**config.mk**
```make
export PLATFORM = sky130hd
export DESIGN_NAME = audio_out_fifo_flat
export DESIGN_NICKNAME = d
export VERILOG_FILES = /design/src/rtl/audio_pkg.sv /design/src/rtl/audio_out_fifo_if.sv /design/src/rtl/audio_out_fifo_sync_fifo.sv /design/src/rtl/audio_out_fifo.sv /design/src/flat_wrapper.sv
export SDC_FILE = /design/constraint.sdc
export NUM_CORES = 1
export LEC_CHECK = 0
export ABC_CLOCK_PERIOD_IN_PS = 4000
export CELL_PAD_IN_SITES_DETAIL_PLACEMENT = 0
export CELL_PAD_IN_SITES_GLOBAL_PLACEMENT = 1
export CORE_MARGIN = 2
export CORE_UTILIZATION = 47
export CTS_BUF_LIST = sky130_fd_sc_hd__clkbuf_8 sky130_fd_sc_hd__clkbuf_16
export DETAILED_ROUTE_END_ITERATION = 6
export GPL_TIMING_DRIVEN = 0
export PLACE_DENSITY = 0.8
export SLEW_MARGIN = 40
export SYNTH_ARGS = -nofsm -noshare
export SYNTH_HDL_FRONTEND = slang
export SYNTH_HIERARCHICAL = 1
export SYNTH_SLANG_ARGS = --single-unit
```
**constraint.sdc**
```tcl
create_clock -name in_clk -period 4 [get_ports in_clk]
set_clock_uncertainty 0.1 [all_clocks]
set_input_delay 0.8 -clock in_clk [delete_from_list [all_inputs] [get_ports in_clk]]
set_output_delay 0.8 -clock in_clk [all_outputs]
set_load 0.01 [all_outputs]
```
**src/rtl/audio_pkg.sv**
```systemverilog
// Shared definitions for the sound-out sample path: playback states,
// sample word width and default buffer geometry.
package audio_pkg;

   // Playback sequencing states
   typedef enum logic [1:0] {
      ST_IDLE  = 2'd0,
      ST_RUN   = 2'd1,
      ST_DRAIN = 2'd2
   } state_t;

   // One stereo sample word: {L[15:0], R[15:0]}
   localparam int SAMPLE_W  = 32;

   // Default buffer geometry
   localparam int DEF_DEPTH = 16;
   localparam int DEF_BURST = 4;

endpackage : audio_pkg

```
**src/rtl/audio_out_fifo_if.sv**
```systemverilog
// Bus-side and serializer-side signals of the sound-out buffer.
// master = the environment (bus receiver, serializer, command source),
// slave  = the buffer itself.
interface audio_out_fifo_if #(
   parameter int DEPTH = audio_pkg::DEF_DEPTH
);

   localparam int FW = $clog2(DEPTH) + 1;

   // Sample words from the bus receiver
   logic                          wr_valid;
   logic [audio_pkg::SAMPLE_W-1:0] wr_data;

   // Playback commands
   logic                          cmd_start;
   logic                          cmd_end;
   logic                          cmd_22k;

   // Serializer request ticks and host burst request
   logic                          req_tick;
   logic                          req_mode;
   logic                          host_req;

   // Head-of-buffer handshake towards the serializer
   logic                          out_valid;
   logic [audio_pkg::SAMPLE_W-1:0] out_data;
   logic                          out_ready;

   // Status
   logic                          play_on;
   logic                          rate_22k;
   logic                          busy;
   logic                          done;
   logic [FW-1:0]                 fill;
   logic [7:0]                    underrun_cnt;
   logic                          overflow;

   modport master (
      output wr_valid, wr_data, cmd_start, cmd_end, cmd_22k,
             req_tick, req_mode, out_ready,
      input  host_req, out_valid, out_data, play_on, rate_22k,
             busy, done, fill, underrun_cnt, overflow
   );

   modport slave (
      input  wr_valid, wr_data, cmd_start, cmd_end, cmd_22k,
             req_tick, req_mode, out_ready,
      output host_req, out_valid, out_data, play_on, rate_22k,
             busy, done, fill, underrun_cnt, overflow
   );

endinterface : audio_out_fifo_if

```
**src/rtl/audio_out_fifo_sync_fifo.sv**
```systemverilog
// Single-clock word FIFO with registered head word, valid and fill.
// A write into a full FIFO is still accepted when a read happens in the
// same cycle; otherwise it is reported as dropped.
module sync_fifo
   import audio_pkg::*;
#(
   parameter int DEPTH  = DEF_DEPTH,
   parameter int DATA_W = SAMPLE_W
)(
   input  logic              in_clk,
   input  logic              rst_n,
   input  logic              i_clr,
   input  logic              i_wr,
   input  logic [DATA_W-1:0] i_wr_data,
   input  logic              i_rd,
   output logic              o_wr_acc,
   output logic              o_wr_drop,
   output logic              o_valid,
   output logic [DATA_W-1:0] o_data,
   output logic [$clog2(DEPTH):0] o_fill
);

   localparam int AW = $clog2(DEPTH);
   localparam int FW = AW + 1;

   logic [DATA_W-1:0] r_mem [DEPTH];
   logic [AW-1:0]     r_wr_ptr;
   logic [AW-1:0]     r_rd_ptr;
   logic [FW-1:0]     r_fill;
   logic              r_valid;
   logic [DATA_W-1:0] r_data;

   logic              w_rd;
   logic              w_full;
   logic              w_wr_acc;
   logic [FW-1:0]     w_rem;
   logic [FW-1:0]     w_fill_nxt;
   logic [AW-1:0]     w_rd_ptr_nxt;
   logic [DATA_W-1:0] w_head_nxt;

   assign w_rd         = i_rd && r_valid;
   assign w_full       = (r_fill == FW'(DEPTH));
   assign w_wr_acc     = i_wr && (!w_full || w_rd);
   assign w_rem        = r_fill - FW'(w_rd);
   assign w_fill_nxt   = w_rem + FW'(w_wr_acc);
   assign w_rd_ptr_nxt = r_rd_ptr + AW'(w_rd);

   // Next head word: when nothing older survives the read, the head is the
   // word being written this cycle (or 0 if none); otherwise it comes from
   // storage at the advanced read pointer.
   always_comb begin
      w_head_nxt = '0;
      if (w_rem == '0) begin
         if (w_wr_acc) w_head_nxt = i_wr_data;
      end else begin
         w_head_nxt = r_mem[w_rd_ptr_nxt];
      end
   end

   // Sample storage; contents need no reset because fill qualifies them
   always_ff @(posedge in_clk) begin
      if (w_wr_acc) r_mem[r_wr_ptr] <= i_wr_data;
   end

   // Pointers, fill and registered head presentation
   always_ff @(posedge in_clk) begin
      if (!rst_n || i_clr) begin
         r_wr_ptr <= '0;
         r_rd_ptr <= '0;
         r_fill   <= '0;
         r_valid  <= 1'b0;
         r_data   <= '0;
      end else begin
         if (w_wr_acc) r_wr_ptr <= r_wr_ptr + AW'(1);
         r_rd_ptr <= w_rd_ptr_nxt;
         r_fill   <= w_fill_nxt;
         r_valid  <= (w_fill_nxt != '0);
         r_data   <= w_head_nxt;
      end
   end

   assign o_wr_acc  = w_wr_acc;
   assign o_wr_drop = i_wr && !w_wr_acc;
   assign o_valid   = r_valid;
   assign o_data    = r_data;
   assign o_fill    = r_fill;

endmodule : sync_fifo

```
**src/rtl/audio_out_fifo.sv**
```systemverilog
// Sound-out sample buffer ahead of the I2S serializer. Buffers bus sample
// words, converts serializer request ticks into flow-controlled host burst
// requests, sequences start/end/drain of playback and keeps status.
module audio_out_fifo
   import audio_pkg::*;
#(
   parameter int DEPTH = DEF_DEPTH,
   parameter int BURST = DEF_BURST
)(
   input  logic            in_clk,
   input  logic            rst_n,
   audio_out_fifo_if.slave bus
);

   localparam int AW = $clog2(DEPTH);
   localparam int FW = AW + 1;
   localparam int PW = AW + 2;
   localparam logic [PW-1:0]        DEPTH_P = PW'(DEPTH);
   localparam logic [PW-1:0]        BURST_U = PW'(BURST);
   localparam logic signed [PW-1:0] BURST_S = $signed(BURST_U);

   function automatic logic [7:0] sat_inc8(input logic [7:0] v);
      return (v == 8'hFF) ? v : v + 8'd1;
   endfunction

   state_t             r_state;
   logic [PW-1:0]      r_pending;
   logic               r_host_req;
   logic               r_play_on;
   logic               r_rate_22k;
   logic               r_busy;
   logic               r_done;
   logic               r_overflow;
   logic [7:0]         r_underrun_cnt;

   logic               w_wr;
   logic               w_clr;
   logic               w_wr_acc;
   logic               w_wr_drop;
   logic               w_valid;
   logic [SAMPLE_W-1:0] w_data;
   logic [FW-1:0]      w_fill;
   logic signed [PW-1:0] w_free;
   logic               w_req_fire;
   logic [PW-1:0]      w_pend_sum;
   logic [PW-1:0]      w_pend_nxt;
   logic               w_start;
   logic               w_drained;
   logic               w_underrun;

   // Writes only land while playing or draining; IDLE keeps the FIFO flushed
   assign w_wr  = bus.wr_valid && (r_state != ST_IDLE);
   assign w_clr = (r_state == ST_IDLE);

   sync_fifo #(
      .DEPTH  (DEPTH),
      .DATA_W (SAMPLE_W)
   ) u_fifo (
      .in_clk    (in_clk),
      .rst_n     (rst_n),
      .i_clr     (w_clr),
      .i_wr      (w_wr),
      .i_wr_data (bus.wr_data),
      .i_rd      (bus.out_ready),
      .o_wr_acc  (w_wr_acc),
      .o_wr_drop (w_wr_drop),
      .o_valid   (w_valid),
      .o_data    (w_data),
      .o_fill    (w_fill)
   );

   // Room not yet claimed by stored or promised words. Unsolicited words
   // can push this negative, so it is compared as a signed quantity.
   assign w_free     = $signed(DEPTH_P - PW'(w_fill) - r_pending);
   assign w_req_fire = bus.req_tick && bus.req_mode && (r_state == ST_RUN) &&
                       (w_free >= BURST_S);

   // Promised-word count: a new burst is booked at the decision edge so the
   // very next tick already sees it; each accepted word retires one.
   assign w_pend_sum = r_pending + (w_req_fire ? BURST_U : '0);
   assign w_pend_nxt = (w_wr_acc && (w_pend_sum != '0)) ? w_pend_sum - PW'(1)
                                                         : w_pend_sum;

   // A simultaneous end command overrides a start
   assign w_start    = bus.cmd_start && !bus.cmd_end;
   assign w_drained  = (w_fill == '0) && (r_pending == '0) && !w_wr_acc;
   assign w_underrun = bus.req_tick && (r_state == ST_RUN) && (w_fill == '0);

   // Playback FSM with pending tracking, host requests and status registers
   always_ff @(posedge in_clk) begin
      if (!rst_n) begin
         r_state        <= ST_IDLE;
         r_pending      <= '0;
         r_host_req     <= 1'b0;
         r_play_on      <= 1'b0;
         r_rate_22k     <= 1'b0;
         r_busy         <= 1'b0;
         r_done         <= 1'b0;
         r_overflow     <= 1'b0;
         r_underrun_cnt <= '0;
      end else begin
         r_host_req <= w_req_fire;
         r_done     <= 1'b0;
         r_pending  <= (r_state == ST_IDLE) ? '0 : w_pend_nxt;

         if (bus.cmd_start || bus.cmd_end) r_rate_22k <= bus.cmd_22k;
         if (w_wr_drop)                    r_overflow <= 1'b1;
         if (w_underrun)                   r_underrun_cnt <= sat_inc8(r_underrun_cnt);

         case (r_state)
            ST_IDLE: begin
               if (w_start) begin
                  r_state        <= ST_RUN;
                  r_play_on      <= 1'b1;
                  r_busy         <= 1'b1;
                  r_underrun_cnt <= '0;
                  r_overflow     <= 1'b0;
               end
            end
            ST_RUN: begin
               if (bus.cmd_end) begin
                  r_state   <= ST_DRAIN;
                  r_play_on <= 1'b0;
               end
            end
            ST_DRAIN: begin
               if (w_start) begin
                  r_state   <= ST_RUN;
                  r_play_on <= 1'b1;
               end else if (w_drained) begin
                  r_state <= ST_IDLE;
                  r_busy  <= 1'b0;
                  r_done  <= 1'b1;
               end
            end
            default: begin
               r_state   <= ST_IDLE;
               r_play_on <= 1'b0;
               r_busy    <= 1'b0;
            end
         endcase
      end
   end

   assign bus.host_req     = r_host_req;
   assign bus.out_valid    = w_valid;
   assign bus.out_data     = w_data;
   assign bus.play_on      = r_play_on;
   assign bus.rate_22k     = r_rate_22k;
   assign bus.busy         = r_busy;
   assign bus.done         = r_done;
   assign bus.fill         = w_fill;
   assign bus.underrun_cnt = r_underrun_cnt;
   assign bus.overflow     = r_overflow;

endmodule : audio_out_fifo

```
**src/flat_wrapper.sv**
```systemverilog
// flat-port wrapper written by rule: the top's interface ports become plain ports
module audio_out_fifo_flat import audio_pkg::*;
#(
   parameter int DEPTH = DEF_DEPTH,
   parameter int BURST = DEF_BURST
)
  (in_clk, rst_n, bus_wr_valid, bus_wr_data, bus_cmd_start, bus_cmd_end, bus_cmd_22k, bus_req_tick, bus_req_mode, bus_out_ready, bus_host_req, bus_out_valid, bus_out_data, bus_play_on, bus_rate_22k, bus_busy, bus_done, bus_fill, bus_underrun_cnt, bus_overflow);
  audio_out_fifo_if #(.DEPTH(DEPTH)) bus_i ();
  input  logic in_clk;
  input  logic rst_n;
  input wire logic [$bits(bus_i.wr_valid)-1:0] bus_wr_valid;
  input wire logic [$bits(bus_i.wr_data)-1:0] bus_wr_data;
  input wire logic [$bits(bus_i.cmd_start)-1:0] bus_cmd_start;
  input wire logic [$bits(bus_i.cmd_end)-1:0] bus_cmd_end;
  input wire logic [$bits(bus_i.cmd_22k)-1:0] bus_cmd_22k;
  input wire logic [$bits(bus_i.req_tick)-1:0] bus_req_tick;
  input wire logic [$bits(bus_i.req_mode)-1:0] bus_req_mode;
  input wire logic [$bits(bus_i.out_ready)-1:0] bus_out_ready;
  output wire logic [$bits(bus_i.host_req)-1:0] bus_host_req;
  output wire logic [$bits(bus_i.out_valid)-1:0] bus_out_valid;
  output wire logic [$bits(bus_i.out_data)-1:0] bus_out_data;
  output wire logic [$bits(bus_i.play_on)-1:0] bus_play_on;
  output wire logic [$bits(bus_i.rate_22k)-1:0] bus_rate_22k;
  output wire logic [$bits(bus_i.busy)-1:0] bus_busy;
  output wire logic [$bits(bus_i.done)-1:0] bus_done;
  output wire logic [$bits(bus_i.fill)-1:0] bus_fill;
  output wire logic [$bits(bus_i.underrun_cnt)-1:0] bus_underrun_cnt;
  output wire logic [$bits(bus_i.overflow)-1:0] bus_overflow;
  assign bus_i.wr_valid = bus_wr_valid;
  assign bus_i.wr_data = bus_wr_data;
  assign bus_i.cmd_start = bus_cmd_start;
  assign bus_i.cmd_end = bus_cmd_end;
  assign bus_i.cmd_22k = bus_cmd_22k;
  assign bus_i.req_tick = bus_req_tick;
  assign bus_i.req_mode = bus_req_mode;
  assign bus_i.out_ready = bus_out_ready;
  assign bus_host_req = bus_i.host_req;
  assign bus_out_valid = bus_i.out_valid;
  assign bus_out_data = bus_i.out_data;
  assign bus_play_on = bus_i.play_on;
  assign bus_rate_22k = bus_i.rate_22k;
  assign bus_busy = bus_i.busy;
  assign bus_done = bus_i.done;
  assign bus_fill = bus_i.fill;
  assign bus_underrun_cnt = bus_i.underrun_cnt;
  assign bus_overflow = bus_i.overflow;
  audio_out_fifo #(.DEPTH(DEPTH), .BURST(BURST)) u_core (.in_clk(in_clk), .rst_n(rst_n), .bus(bus_i));
endmodule
```
==> results.toml, run 1 <==
[global_routing]
track_usage = 0.216
grt_first_pass_wirelength_mm = 81.2
antenna_found_initial = 1
grt_pass1_vias = 13000
overflow = 0
grt_max_degree = 18

[cells_and_area]
nets = 1637
n_antenna_cell = 0
drive_above_1_share = 0.226
area_growth_syn_to_layout_pct = 19.7

[critical_path]
startpoint_type = "flop"
worst-setup-path-type = "reg2reg"
worstSetupEndpointType = "flop"
crit_path_max_fanout = 7
arrival_ns = 4.20
crit_required_ns = 4.40

[sta]
period_share = 0.950
maxSlewViolCount = 0
clock.fmax_mhz = 263
tightest_slew_ns = 0.872
hold_viol = 0
slew_headroom = 0.419
period_minus_slack_ns = 3.80
setup_violations = 0
setup_tns_ns = 0

[clocking]
cts_sinks = 580
cts_buffers = 57
clock_path_buffers = 3
hold_buffers = 0
htreeDepth = 2
root_buffer = "clkbuf_16"
path_clk_slew_ns = 0.06
clock_latency_ns = 0.61
cts_tree = "done"

[floorplan]
die_h_um = 226
core-area_mm2 = 0.0488
dieArea_mm2 = 0.0512
core.rowCount = 81
num_io_pins = 93
start_util = 0.476
die_w_um = 226

[pwr]
combPwrFrac = 0.016
p_int_mw = 9.97
pwr-share-clk = 0.449
peakVddDrop_v = 0.000344
powerDensity_mw_per_mm2 = 443
swShare = 0.191
p_leak_nw = 9.07
finalPower_mw = 12.3
sequentialPowerShare = 0.536
switchingPower_mw = 2.35

[logic_synthesis]
synth-xor-area-share = 0.00678
ys_async_sr_fraction = 0
synth_edf_count = 512
yosysTopAreaCellShare = 0.662
ys_ff_latch = 580
synth_mux_area_frac = 0.0906
yosysTopAreaCell = "edfxtp_1"
yosys.area_share.adder = 0.0132
synth_top_cells_by_count = "edfxtp_1, mux2_2, dfxtp_1"
synth.distinct_cells = 69
syn_area_mm2 = 0.0232
yosys.area_share.simple = 0.0474
synth-main-ff-cell = "edfxtp_1"
synth_top_family_by_area = "compound AO/OA/AOI/OAI gates"
synth_area_leaders = "edfxtp_1, mux2_2, dfxtp_1"
yosys_warnings = 6
ys_seq_area_frac = 0.720
avgSynthCellArea_um2 = 16.8
synthCells = 1380
synth.most_common_cell = "edfxtp_1"
synth_nets = 1445
synth_compound_area_frac = 0.0981

[drt]
drt_iter0_drc = 1131
vias_per_cell = 5.75
wl_mm = 55.2
drc = 0
postRouteAntennaNets = 0
drtPass1Iterations = 5
num_vias = 13100
wl_per_cell_um = 24.2

[place]
dp_hpwl_mm = 36.1
port_buffers = 92
place.gp.congestion = 0.800

[run_status]
status = "finished clean"

[hold_path]
hold_path.class = "reg2reg"

[job]
cap_violations = 0
-- layout by cell type (no fill, tap or decap), drive strengths merged, types with 23 or more instances in the layout --
master         instances
ha                    23
nor2                  39
mux2                 130
edfxtp               512
a211oi                66
mux2i                 64
buf                   93
nor2b                 67
o22ai                 64
a211o                 33
clkbuf               100
clkdlybuf4s50         92
inv                   47
dfxtp                 68
a2111oi               65
-- metrics by stage --
stage | cell area [µm²] | instances | worst slack (ns) | hold slack (ns) | utilization
after floorplan | 23300 | 1380 | 0.370 | 0.376 | -
after global placement | 25000 | 2136 | -1.79 | 0.351 | 0.512
after detailed placement | 25800 | 2174 | -0.266 | 0.357 | 0.528
after CTS | 27800 | 2282 | 0.0815 | 0.366 | 0.569
after global routing | 27800 | 2285 | -0.0478 | 0.380 | 0.570
final | 27800 | 2285 | 0.202 | 0.369 | 0.570
-- final cells by class --
type,count,area [µm²]
Tap cell,664,831
Buffer,80,458
Multi-Input combinational cell,695,6100
Fill cell,3829,21000
Sequential cell,580,16700
Clock buffer,72,1670
Clock inverter,36,314
Inverter,25,93.8
Timing Repair Buffer,133,1610
-- critical path: stages (launching register included) --
cell and delay, ns:
dfxtp_4 0.38, ha_1 0.30, inv_1 0.06, ha_1 0.16, inv_1 0.06, fa_1 0.40, nor2b_2 0.14, o21ai_0 0.12
a211o_1 0.30, a22oi_2 0.20, ha_2 0.23, ha_2 0.21, nand2_1 0.07, o211ai_1 0.37, a41o_1 0.28, mux2_2 0.33
-- per-layer routing --
| metal | GRT usage | up-vias | wire [µm] | part of all wire |
|---|---|---|---|---|
| met4 | 0.0768 | 2 | 1650 | 0.030 |
| met2 | 0.363 | 424 | 27100 | 0.49 |
| met3 | 0.0372 | 102 | 3160 | 0.057 |
| met5 | 0 | - | 8 | 0.00014 |
| li1 | - | 5918 | - | - |
| met1 | 0.285 | 6689 | 23300 | 0.42 |
-- path summary, 6_finish.rpt --
path	to	startpoint	cells past startpoint	slack, ns
hold / removal	u_core/bus.rate_22k$_SDFFE_PN0P_	u_core/bus.rate_22k$_SDFFE_PN0P_	2	0.37
setup reg to reg	u_core/r_pending[0]$_SDFFE_PP0P_	u_core/u_fifo/o_fill[1]$_SDFF_PP0_	15	0.20
setup / recovery	u_core/r_pending[0]$_SDFFE_PP0P_	u_core/u_fifo/o_fill[1]$_SDFF_PP0_	15	0.20
hold reg to reg	u_core/bus.rate_22k$_SDFFE_PN0P_	u_core/bus.rate_22k$_SDFFE_PN0P_	2	0.37
-- power by group through the flow --
stage	clock network [mW]	logic, mW	registers [mW]
global placement	0	0.181	6.73
detailed placement	0	0.194	6.73
global route	5.83	0.213	6.60
CTS	5.61	0.195	6.60
floorplan	0	0.0499	6.73
finish	5.53	0.194	6.60
-- sequential cells by signal, indices dropped and copies added (netlist names) --
| name | count |
|---|---|
| u_core/u_fifo/r_wr_ptr | 4 |
| u_core/bus.busy | 1 |
| u_core/bus.done | 1 |
| u_core/r_state | 2 |
| u_core/r_pending | 6 |
| u_core/u_fifo/r_rd_ptr | 4 |
| u_core/u_fifo/o_fill | 5 |
| u_core/bus.underrun_cnt | 8 |
| u_core/u_fifo/o_valid | 1 |
| u_core/bus.play_on | 1 |
| u_core/bus.host_req | 1 |
| u_core/u_fifo/r_mem | 512 |
| u_core/u_fifo/o_data | 32 |
| u_core/bus.rate_22k | 1 |
| u_core/bus.overflow | 1 |
-- kinds of logic after synthesis --
group,Yosys count
AND/OR/NAND/NOR,189
AO/OA/AOI/OAI,273
multiplexers,194
flip-flops,580
adder cells (fa/ha/maj),24
buffers and inverters,105
XOR/XNOR,15
-- timing repair --
item | 4_1_cts | 5_1_grt
setup endpoints to repair | 2 | 2
gates resized for setup | 2 | 7
pin swaps | 0 | 4
gates cloned | 0 | 0
buffers inserted | 0 | 3
(Power assumes the default switching activity.)
==> run 2: changes to the inputs <==
CORE_MARGIN = 8   (was 2)
CTS_CLUSTER_DIAMETER = 120   (was unset)
==> results.toml, run 2 (synthesis results as in run 1) <==
[cells_and_area]
largest_reg_flops = 512
layout_common_cells = "edfxtp_1, mux2_2, clkdlybuf4s50_1"
drive_above_1_share = 0.223
final_cell_area_mm2 = 0.0277
final_common_cell = "edfxtp_1"
top_register = "u_core/u_fifo/r_mem"
area_growth_syn_to_layout_pct = 19.3
nets = 1633

[drt]
wl_per_cell_um = 23.9
vias_per_cell = 5.71
num_vias = 13000
postRouteAntennaNets = 0
drtPass1Iterations = 5
drc = 0
wl_mm = 54.5
drt_iter0_drc = 1012

[clocking]
root_buffer = "clkbuf_16"
clock_latency_ns = 0.61
htreeDepth = 2
cts_sinks = 580
hold_buffers = 0
path_clk_slew_ns = 0.06
cts_tree = "done"
cts_buffers = 57
clock_path_buffers = 3

[global_routing]
grt_max_degree = 18
grt_first_pass_wirelength_mm = 82.8
grt_pass1_vias = 13500
overflow = 0
track_usage = 0.191
antenna_found_initial = 2

[floorplan]
num_io_pins = 93
dieArea_mm2 = 0.0568
start_util = 0.476
core-area_mm2 = 0.0488
die_w_um = 238
core.rowCount = 81
die_h_um = 238

[job]
cap_violations = 0

[pwr]
p_int_mw = 9.86
pwr-share-clk = 0.443
finalPower_mw = 12.2
swShare = 0.191
switchingPower_mw = 2.33
p_leak_nw = 8.98
combPwrFrac = 0.016
peakVddDrop_v = 0.000255
sequentialPowerShare = 0.541
powerDensity_mw_per_mm2 = 440

[sta]
slew_headroom = 0.445
clock.fmax_mhz = 263
tightest_slew_ns = 0.832
maxSlewViolCount = 0
holdWs_ns = 0.362
hold_viol = 0
setup_violations = 0
period_share = 0.949
rsz0062_at_grt = "false"
period_minus_slack_ns = 3.80

[place]
place.gp.congestion = 0.788
port_buffers = 92
dp_hpwl_mm = 36.2
placed_cell_area_mm2 = 0.0258

[hold_path]
min_from = "u_core/bus.rate_22k$_SDFFE_PN0P_"
min_path_cells = 2
hold_path.class = "reg2reg"
whs_endpoint = "u_core/bus.rate_22k$_SDFFE_PN0P_"

[critical_path]
arrival_ns = 4.19
r2r-end = "u_core/r_pending[1]$_SDFFE_PP0P_"
startpoint_type = "flop"
ff2ff_setup_slack_ns = 0.20
worstSetupEndpointType = "flop"
worst-setup-path-type = "reg2reg"
crit_required_ns = 4.39
crit_path_max_fanout = 7
r2r-start = "u_core/u_fifo/o_fill[1]$_SDFF_PP0_"
worst_r2r_path_depth = 16

[run_status]
status = "finished clean"
run 2: worst max-delay path, cell delays in order (launching register included):
cell      delay (ns)
dfxtp_4         0.38
ha_1            0.29
inv_1           0.06
ha_1            0.16
inv_1           0.06
fa_1            0.39
nor2b_2         0.14
o21ai_0         0.11
a211o_1         0.32
a22oi_1         0.25
ha_2            0.25
ha_2            0.22
nand2_1         0.08
o211ai_1        0.18
buf_4           0.16
a41o_1          0.20
mux2_2          0.34
run 2: power groups by stage:
stage               sequential, mW  clock [mW]  combinational [mW]
global route                  6.60        5.75               0.214
finish                        6.60        5.40               0.194
detailed placement            6.73           0               0.195
CTS                           6.60        5.51               0.196
global placement              6.73           0               0.182
floorplan                     6.73           0              0.0499
run 2: repair_timing:
item / in CTS / in global routing
endpoints found under the setup margin: 2 / 2
endpoints found under the hold margin: 0 / 0
pin swaps: 0 / 2
buffers inserted: 0 / 1
gates resized for setup: 2 / 6
run 2: stage by stage:
stage	util	instances	setup slack (ns)	TNS [ns]
after global placement	0.512	2136	-1.66	-702.73
after detailed placement	0.527	2172	-0.218	-2.48
final	0.567	2283	0.203	0
after CTS	0.567	2280	0.0619	0
after floorplan	-	1380	0.370	0
after global routing	0.567	2282	0.00786	0
run 2: metal layers:
layer | GRT usage | routed length, µm | up-vias | share of wire
met5 | 0 | 0 | - | 0
met4 | 0.0556 | 1210 | 0 | 0.022
met3 | 0.0279 | 3140 | 79 | 0.058
met2 | 0.328 | 27200 | 387 | 0.50
met1 | 0.251 | 22900 | 6635 | 0.42
li1 | - | - | 5930 | -
run 2: worst max path at each step:
stage / from / end
after floorplan: u_core/u_fifo/o_fill[2]$_SDFF_PP0_ / u_core/r_pending[0]$_SDFFE_PP0P_
after global placement: bus_wr_valid / u_core/u_fifo/r_mem[15][2]$_DFFE_PP_
final: u_core/u_fifo/o_fill[1]$_SDFF_PP0_ / u_core/r_pending[1]$_SDFFE_PP0P_
after CTS: u_core/u_fifo/o_fill[1]$_SDFF_PP0_ / u_core/r_pending[1]$_SDFFE_PP0P_
after detailed placement: bus_out_ready / u_core/u_fifo/o_data[30]$_SDFF_PP0_
after global routing: u_core/u_fifo/o_fill[1]$_SDFF_PP0_ / u_core/r_pending[1]$_SDFFE_PP0P_
run 2: cell type report:
| class | count | area (µm²) |
|---|---|---|
| buffer | 80 | 458 |
| multi-input combinational | 695 | 6100 |
| sequential | 580 | 16700 |
| tap | 664 | 831 |
| clock buffer | 60 | 1490 |
| clock inverter | 48 | 432 |
| timing repair buffer | 129 | 1570 |
| fill | 3802 | 21100 |
| antenna | 2 | 5.00 |
| inverter | 25 | 93.8 |
